File: config.mk
export PLATFORM = sky130hd
export DESIGN_NAME = instruction_fetch
export DESIGN_NICKNAME = d
export VERILOG_FILES = /design/src/rtl/instruction_fetch.sv
export SDC_FILE = /design/constraint.sdc
export NUM_CORES = 1
export LEC_CHECK = 0
export BUFFER_PORTS_ARGS = -buffer_cell sky130_fd_sc_hd__buf_2
export CAP_MARGIN = 20
export CORE_AREA = 4 4 116 118
export DETAILED_ROUTE_END_ITERATION = 8
export DIE_AREA = 0 0 120 122
export PLACE_DENSITY = 0.84
export SLEW_MARGIN = 5
export SYNTH_ARGS = -nofsm -noshare
export SYNTH_HDL_FRONTEND = slang
export SYNTH_SLANG_ARGS = --single-unit
File: constraint.sdc
create_clock -name clk -period 6.5 [get_ports clk]
set_clock_uncertainty 0.2 [all_clocks]
set_input_delay 1.3 -clock clk [delete_from_list [all_inputs] [get_ports clk]]
set_output_delay 1.3 -clock clk [all_outputs]
set_load 0.02 [all_outputs]
File: src/rtl/instruction_fetch.sv
// instruction_fetch: pipeline stage 1. Owns the PC, drives the I-cache read
// port and the IF/ID register. It applies decode's redirect, flush and load-use hold.
// It also remembers a redirect that arrives while an I-cache miss is outstanding.
// Optional feature macro: IF_PERF_CNT_EN adds fetch/bubble performance counters.
module instruction_fetch #(
    parameter logic [31:0] RESET_PC = 32'h0000_0000,
    parameter logic [31:0] NOP      = 32'h0000_0013,
    parameter int          CNT_W    = 32
) (
    input  logic              clk,
    input  logic              rst_n,
    input  logic              memory_stall,
    input  logic              PC_write,
    input  logic              PC_src,
    input  logic              IF_flush,
    input  logic [31:0]       branch_address,
    input  logic              ICACHE_stall,
    input  logic [31:0]       ICACHE_rdata,
    output logic              ICACHE_ren,
    output logic [29:0]       ICACHE_addr,
    output logic [31:0]       instruction_1,
    output logic [31:0]       PC_1
`ifdef IF_PERF_CNT_EN
    ,
    output logic [CNT_W-1:0]  perf_fetch_cnt,
    output logic [CNT_W-1:0]  perf_bubble_cnt
`endif
);

    typedef enum logic [1:0] {
        S_RUN   = 2'd0,
        S_MISS  = 2'd1,
        S_REDIR = 2'd2
    } state_t;

    state_t      state_reg, state_next;
    logic [31:0] pc_reg, pc_next;
    logic [31:0] instr_reg, instr_next;
    logic [31:0] pc1_reg, pc1_next;
    logic [31:0] pend_reg, pend_next;
    logic        ren_reg;
    logic        write_instr;
    logic        write_nop;
    logic        adv;
    logic [31:0] br_target;
    logic [31:0] pc_plus4;

    // Low two bits of the redirect target are ignored.
    logic unused_br_lsb;
    assign unused_br_lsb = ^branch_address[1:0];

    assign adv         = ~memory_stall & ~PC_write;
    assign br_target   = {branch_address[31:2], 2'b00};
    assign pc_plus4    = pc_reg + 32'd4;
    assign ICACHE_addr = pc_reg[31:2];
    assign ICACHE_ren  = ren_reg;
    assign instruction_1 = instr_reg;
    assign PC_1          = pc1_reg;

    // State, PC, IF/ID and pending-redirect registers.
    always_ff @(posedge clk or negedge rst_n) begin
        if (!rst_n) begin
            state_reg <= S_RUN;
            pc_reg    <= RESET_PC;
            instr_reg <= NOP;
            pc1_reg   <= 32'd0;
            pend_reg  <= 32'd0;
            ren_reg   <= 1'b0;
        end else begin
            state_reg <= state_next;
            pc_reg    <= pc_next;
            instr_reg <= instr_next;
            pc1_reg   <= pc1_next;
            pend_reg  <= pend_next;
            ren_reg   <= 1'b1;
        end
    end

    // Next-state logic: hit/miss handling, bubbles and redirect tracking.
    always_comb begin
        state_next  = state_reg;
        pc_next     = pc_reg;
        instr_next  = instr_reg;
        pc1_next    = pc1_reg;
        pend_next   = pend_reg;
        write_instr = 1'b0;
        write_nop   = 1'b0;
        case (state_reg)
            S_RUN, S_MISS: begin
                if (!ICACHE_stall) begin
                    state_next = S_RUN;
                    if (adv) begin
                        if (PC_src | IF_flush) begin
                            pc_next    = PC_src ? br_target : pc_plus4;
                            instr_next = NOP;
                            write_nop  = 1'b1;
                        end else begin
                            pc_next     = pc_plus4;
                            instr_next  = ICACHE_rdata;
                            pc1_next    = pc_reg;
                            write_instr = 1'b1;
                        end
                    end
                end else begin
                    state_next = S_MISS;
                    if (adv) begin
                        instr_next = NOP;
                        write_nop  = 1'b1;
                        if (PC_src) begin
                            pend_next  = br_target;
                            state_next = S_REDIR;
                        end
                    end
                end
            end
            S_REDIR: begin
                if (adv) begin
                    instr_next = NOP;
                    write_nop  = 1'b1;
                end
                if (ICACHE_stall) begin
                    // A newer redirect replaces the one still waiting.
                    if (adv && PC_src) begin
                        pend_next = br_target;
                    end
                end else begin
                    // Miss completes: drop its word, jump even under memory_stall.
                    pc_next    = pend_reg;
                    state_next = S_RUN;
                end
            end
            default: state_next = S_RUN;
        endcase
    end

`ifdef IF_PERF_CNT_EN
    logic [CNT_W-1:0] fetch_cnt_reg;
    logic [CNT_W-1:0] bubble_cnt_reg;

    // Count real instructions and bubbles written into IF/ID.
    always_ff @(posedge clk or negedge rst_n) begin
        if (!rst_n) begin
            fetch_cnt_reg  <= '0;
            bubble_cnt_reg <= '0;
        end else begin
            if (write_instr) fetch_cnt_reg  <= fetch_cnt_reg + 1'b1;
            if (write_nop)   bubble_cnt_reg <= bubble_cnt_reg + 1'b1;
        end
    end

    assign perf_fetch_cnt  = fetch_cnt_reg;
    assign perf_bubble_cnt = bubble_cnt_reg;
`else
    logic unused_cnt;
    assign unused_cnt = write_instr ^ write_nop;
`endif

endmodule

==> results by group, run 1 <==
Die
  – Die area: 14600 sq um
  – Row Count: 41
  – CORE AREA: 12500 sq um
  – Die X: 120 um
  – Initial Utilization: 0.461
  – Die height: 122 um
  – Ports: 166

STA
  – Worst Tran Pin Value: 1.01 ns
  – Fin crit period: 3.91 ns
  – Final hold vios: 0
  – Final setup fails: 0
  – Slew headroom: 0.323
  – Fmax: 255 MHz
  – Hold Slack: 0.299 ns
  – Final WS setup: 2.59 ns
  – Setup TNS: 0 ns
  – RSZ-0062 raised after global routing: no
  – Fin crit share: 0.602
  – Max Slew Vio Count: 0

CTS
  – CTS Buf Count: 17
  – Level count of the clock H-tree: 4
  – Buffer depth of the longest clock path: 2
  – Post-CTS Setup Bufs: 0
  – Root Buffer: clkbuf_16
  – Worst-path clk slew: 0.05 ns
  – Clk_lat worst skew: 0.41 ns
  – Resized cells post-CTS: 0
  – Hold buffers post-CTS: 0
  – TritonCTS clock tree: done
  – Clock sink count: 125

Critical path
  – Crit start category: input pin
  – CP Cell Sequence: buf_2, inv_1, nand2_4, nor2_4, buf_4, mux2_2
  – Crit path required time: 6.59 ns
  – R2r worst-path depth: 5
  – Critical path's largest stage delay: 0.85 ns
  – Crit path max fanout: 35
  – CP max-delay cell: nor2_4
  – FF-to-FF setup slack: 3.35 ns
  – Worst r2r src: state_reg[1]$_DFFE_PN0N_
  – Largest delay contributor family on the critical path: buffers and inverters
  – Buf/Inv on CP: 3
  – CP arrival: 4.01 ns
  – CP endpoint kind: register
  – CP Class: in2reg
  – Reg2reg end: PC_1[24]$_DFFE_PN0P_

Layout
  – Final core occ: 0.584
  – Most common cell after layout, fill and taps aside: buf_2
  – Reg area: 3130 sq um
  – Layout area overhead: 26.6%
  – Fill cells: 1033
  – Multi-input gate area: 2440 sq um
  – Max FFs per register: 32
  – Most frequent cells in the layout: buf_2, dfrtp_1, mux2_2, a21oi_1, nand2_1
  – Nets: 725
  – Share of cells above drive strength 1: 0.412

Pwr
  – Maximum vdd drop: 0.207 mV
  – Tot Pwr: 2.64 mW
  – PwrDens: 363 nW/um^2
  – Leak: 3.49 nW

GRT
  – Number of global-route vias before repair: 4797
  – Largest net degree at the start of global routing: 65
  – First-pass GRT wire length: 24700 um
  – Antenna violations before repair: 1
  – Total track usage: 0.217
  – Grt ovf: 0

Route
  – DR WL/cell: 18.5 um
  – WL final: 15500 um
  – Drt pass-1 iters: 5
  – Final antenna-violating net count: 0
  – Initial drt markers: 400
  – Vias: 4847
  – Vias/cell: 5.80
  – DRC Markers: 0

Placement
  – Worst slack at placement: 2.17 ns
  – Hpwl dp: 10700 um
  – PortBufs: 161
  – GPL Wtd Cong: 0.820

Synth
  – Cells after synthesis: 502
  – Syn Std Cell Area: 5750 sq um
  – Syn. warnings: 0
  – Library cells used by synthesis: 56
  – Post-synth EDFFs: 0
  – Synth Area per Inst: 11.5 sq um
  – Main synth FF type: dfrtp_1
  – Ys async rst share: 1.00
  – Register area share after synthesis: 0.545
  – Flops & latches, synth: 125

Status
  – Status: finished, final reports clean

Worst hold path
  – Worst hold path type: reg2reg
  – Hold path startpoint: PC_1[18]$_DFFE_PN0P_
  – Hold EP: PC_1[18]$_DFFE_PN0P_
  – Hold depth: 1

Flow run
  – Maxcap violations: 0
==> final cells by class <==
cell class / count / share of cell area
tap: 172 / 0.0296
multi-input combinational: 337 / 0.335
clock inverter: 8 / 0.0192
clock buffer: 21 / 0.0646
antenna: 1 / 0.000344
timing repair buffer: 166 / 0.118
sequential: 125 / 0.430
inverter: 6 / 0.00309
==> stage by stage <==
step / cell area [sq um] / cells
final: 7280 / 836
after global routing: 7280 / 836
after CTS: 7260 / 834
after detailed placement: 6650 / 805
after global placement: 6650 / 805
after floorplan: 5750 / 503
==> per-layer routing <==
metal / up-vias / track usage / wire length, um
met4: 0 / 0.0923 / 418
met5: - / 0 / 0
met3: 36 / 0.0669 / 1200
met1: 2419 / 0.258 / 5800
li1: 2159 / - / -
met2: 233 / 0.366 / 8060
==> cell families after synthesis <==
family / count (synthesis) / share of synthesized area
AO/OA/AOI/OAI: 134 / 0.159
multiplexers: 61 / 0.119
XOR/XNOR: 15 / 0.0228
flip-flops: 125 / 0.545
adder cells (fa/ha/maj): 1 / 0.00218
AND/OR/NAND/NOR: 123 / 0.118
buffers and inverters: 41 / 0.0333
other: 2 / 0.00131
==> report_power, final <==
group / total, mW / switching (mW) / internal, mW
Sequential: 1.09 / 0.148 / 0.939
Combinational: 0.572 / 0.332 / 0.240
Clock: 0.982 / 0.320 / 0.662
Total: 2.64 / 0.800 / 1.84
==> worst max-delay path by stage <==
stage	to	cells past startpoint	start
floorplan	pc_reg[10]$_DFFE_PN0P_	6	ICACHE_stall
global placement	PC_1[24]$_DFFE_PN0P_	6	PC_src
detailed placement	PC_1[24]$_DFFE_PN0P_	6	PC_src
CTS	PC_1[24]$_DFFE_PN0P_	6	PC_src
global route	PC_1[24]$_DFFE_PN0P_	6	PC_src
finish	PC_1[24]$_DFFE_PN0P_	6	PC_src
==> cell usage after synthesis, drive strengths merged (4+ instances only) <==
cell	number	share of area
a22o	29	0.044
nor2	25	0.017
a31oi	8	0.0087
nand4	6	0.0091
a21oi	33	0.029
xnor2	8	0.012
xor2	7	0.011
buf	15	0.016
and3	11	0.012
nor3	7	0.0087
nand3	23	0.020
inv	6	0.0039
o211ai	4	0.0052
mux2	60	0.12
a221oi	5	0.0076
nand2	33	0.023
clkbuf	20	0.013
o21ai	32	0.029
nor4	4	0.010
dfrtp	122	0.53
or3	5	0.0054
a221o	5	0.0087
Power figures use the tool's default switching activity.
==> inputs of run 2 (changes only) <==
--- a/config.mk
+++ b/config.mk
@@ -10,7 +10,7 @@
 export CORE_AREA = 4 4 116 118
 export DETAILED_ROUTE_END_ITERATION = 8
 export DIE_AREA = 0 0 120 122
-export PLACE_DENSITY = 0.84
+export PLACE_DENSITY = 0.87
 export SLEW_MARGIN = 5
 export SYNTH_ARGS = -nofsm -noshare
 export SYNTH_HDL_FRONTEND = slang
==> constraint.sdc (replaced) <==
create_clock -name clk -period 3.23 [get_ports clk]
set_clock_uncertainty 0.2 [all_clocks]
set_input_delay 0.646 -clock clk [delete_from_list [all_inputs] [get_ports clk]]
set_output_delay 0.646 -clock clk [all_outputs]
set_load 0.02 [all_outputs]
==> run 2 against run 1 <==
  * Register-to-register slack worse by 2.6 ns
  * Sequential cell count stayed put
  * Global-route usage is 0.41 points lower
  * Sequential share of layout area is 0.052 points lower
  * Sequential power is 100% higher
  * Critical path depth stayed put
  * Critical path type is now reg2reg
==> results by group, run 2 (synthesized netlist as in run 1, its figures left out) <==
CTS
  – TritonCTS clock tree: done
  – Root Buffer: clkbuf_16
  – Hold buffers post-CTS: 0
  – Clock sink count: 125
  – Resized cells post-CTS: 0
  – Worst-path clk slew: 0.05 ns
  – Post-CTS Setup Bufs: 0
  – Clk_lat worst skew: 0.41 ns
  – Level count of the clock H-tree: 4
  – Buffer depth of the longest clock path: 2
  – CTS Buf Count: 17

Layout
  – Layout area overhead: 26.8%
  – Max FFs per register: 32
  – Antenna Cells: 0
  – Nets: 731
  – Share of cells above drive strength 1: 0.417
  – Most frequent cells in the layout: buf_2, dfrtp_1, mux2_2, a21oi_1, nand2_1
  – Most common cell after layout, fill and taps aside: buf_2

Critical path
  – Crit path max fanout: 7
  – Reg2reg end: pc_reg[28]$_DFFE_PN0P_
  – Worst r2r src: pc_reg[2]$_DFFE_PN0P_
  – CP Cell Sequence: ha_1, nand4_1, or3_1, nor3_2, nor4bb_1, nor3_1
  – CP arrival: 2.55 ns
  – FF-to-FF setup slack: 0.75 ns
  – Crit start category: register
  – Critical path's largest stage delay: 0.56 ns
  – R2r worst-path depth: 6
  – CP endpoint kind: register
  – CP max-delay cell: or3_1
  – CP Class: reg2reg
  – Largest delay contributor family on the critical path: simple AND/OR/NAND/NOR gates
  – Buf/Inv on CP: 0
  – Crit path required time: 3.31 ns

Route
  – DR WL/cell: 18.3 um
  – Vias: 4818
  – DRC Markers: 0
  – Final antenna-violating net count: 0
  – Drt pass-1 iters: 5
  – Vias/cell: 5.71
  – WL final: 15500 um
  – Initial drt markers: 400

Placement
  – GPL Wtd Cong: 0.809
  – Hpwl dp: 10700 um
  – PortBufs: 161

STA
  – Setup TNS: 0 ns
  – Slew headroom: 0.349
  – Fin crit share: 0.767
  – Final setup fails: 0
  – Max Slew Vio Count: 0
  – RSZ-0062 raised after global routing: no
  – Hold Slack: 0.00870 ns
  – Final hold vios: 0
  – Fin crit period: 2.48 ns
  – Fmax: 404 MHz
  – Worst Tran Pin Value: 0.972 ns

Pwr
  – PwrDens: 705 nW/um^2
  – Maximum vdd drop: 0.356 mV
  – Leak: 3.48 nW

GRT
  – Antenna violations before repair: 0
  – Grt ovf: 0
  – Total track usage: 0.213
  – First-pass GRT wire length: 24500 um
  – Largest net degree at the start of global routing: 67
  – Number of global-route vias before repair: 4807

Die
  – Initial Utilization: 0.461
  – Ports: 166
  – Die area: 14600 sq um
  – CORE AREA: 12500 sq um
  – Die height: 122 um
  – Row Count: 41
  – Die X: 120 um

Worst hold path
  – Worst hold path type: in2async

Flow run
  – Maxcap violations: 0

Status
  – Status: finished, final reports clean
run 2: cell types whose count changed in the layout (fill, tap and decap cells not counted), sizes merged:
| cell | change |
|---|---|
| buf | +6 |
| bufinv | -2 |
| clkbuf | -1 |
| clkinv | +1 |
| clkinvlp | +5 |
| diode | -1 |
run 2: cell type report:
class	instances	area, sq um
multi-input combinational	337	2440
fill	1044	5180
timing repair buffer	172	920
inverter	6	22.5
sequential	125	3130
clock inverter	12	123
tap	172	215
clock buffer	20	437
run 2: worst max path at each step:
| stage | from | to | cells after the start | slack, ns |
|---|---|---|---|---|
| final | pc_reg[2]$_DFFE_PN0P_ | pc_reg[28]$_DFFE_PN0P_ | 6 | 0.75 |
| after detailed placement | ICACHE_stall | pc_reg[14]$_DFFE_PN0P_ | 5 | 0.46 |
| after global placement | ICACHE_stall | pc_reg[9]$_DFFE_PN0P_ | 5 | 0.53 |
| after CTS | pc_reg[2]$_DFFE_PN0P_ | pc_reg[26]$_DFFE_PN0P_ | 6 | 0.75 |
| after global routing | pc_reg[2]$_DFFE_PN0P_ | pc_reg[26]$_DFFE_PN0P_ | 6 | 0.56 |
| after floorplan | ICACHE_stall | pc_reg[10]$_DFFE_PN0P_ | 6 | 0.98 |
run 2: stage by stage:
step | worst slack (ns) | instances | cell area [sq um] | total power [mW] | utilization
after floorplan | 0.977 | 503 | 5750 | 2.88 | -
after global placement | 0.526 | 812 | 6730 | 3.30 | 0.540
after detailed placement | 0.463 | 812 | 6730 | 3.37 | 0.540
after CTS | 0.753 | 844 | 7290 | 5.18 | 0.585
after global routing | 0.558 | 844 | 7290 | 5.40 | 0.585
final | 0.754 | 844 | 7290 | 5.14 | 0.585
run 2: worst reg2reg max path, cell delays in order, from the launching register on:
cell and delay (ns):
dfrtp_1 0.44, ha_1 0.24, nand4_1 0.26, or3_1 0.56, nor3_2 0.29, nor4bb_1 0.26
nor3_1 0.09
run 2: layer usage:
| metal | global-route usage | wire, um | up-vias |
|---|---|---|---|
| li1 | - | - | 2162 |
| met1 | 0.263 | 6280 | 2415 |
| met2 | 0.354 | 7850 | 215 |
| met3 | 0.0631 | 1060 | 26 |
| met4 | 0.0816 | 269 | 0 |
| met5 | 0 | 0 | - |
run 2: report_power, final:
| group | switching (mW) | total (mW) | internal, mW |
|---|---|---|---|
| clock network | 0.673 | 1.80 | 1.13 |
| registers | 0.298 | 2.19 | 1.89 |
| logic | 0.668 | 1.16 | 0.488 |
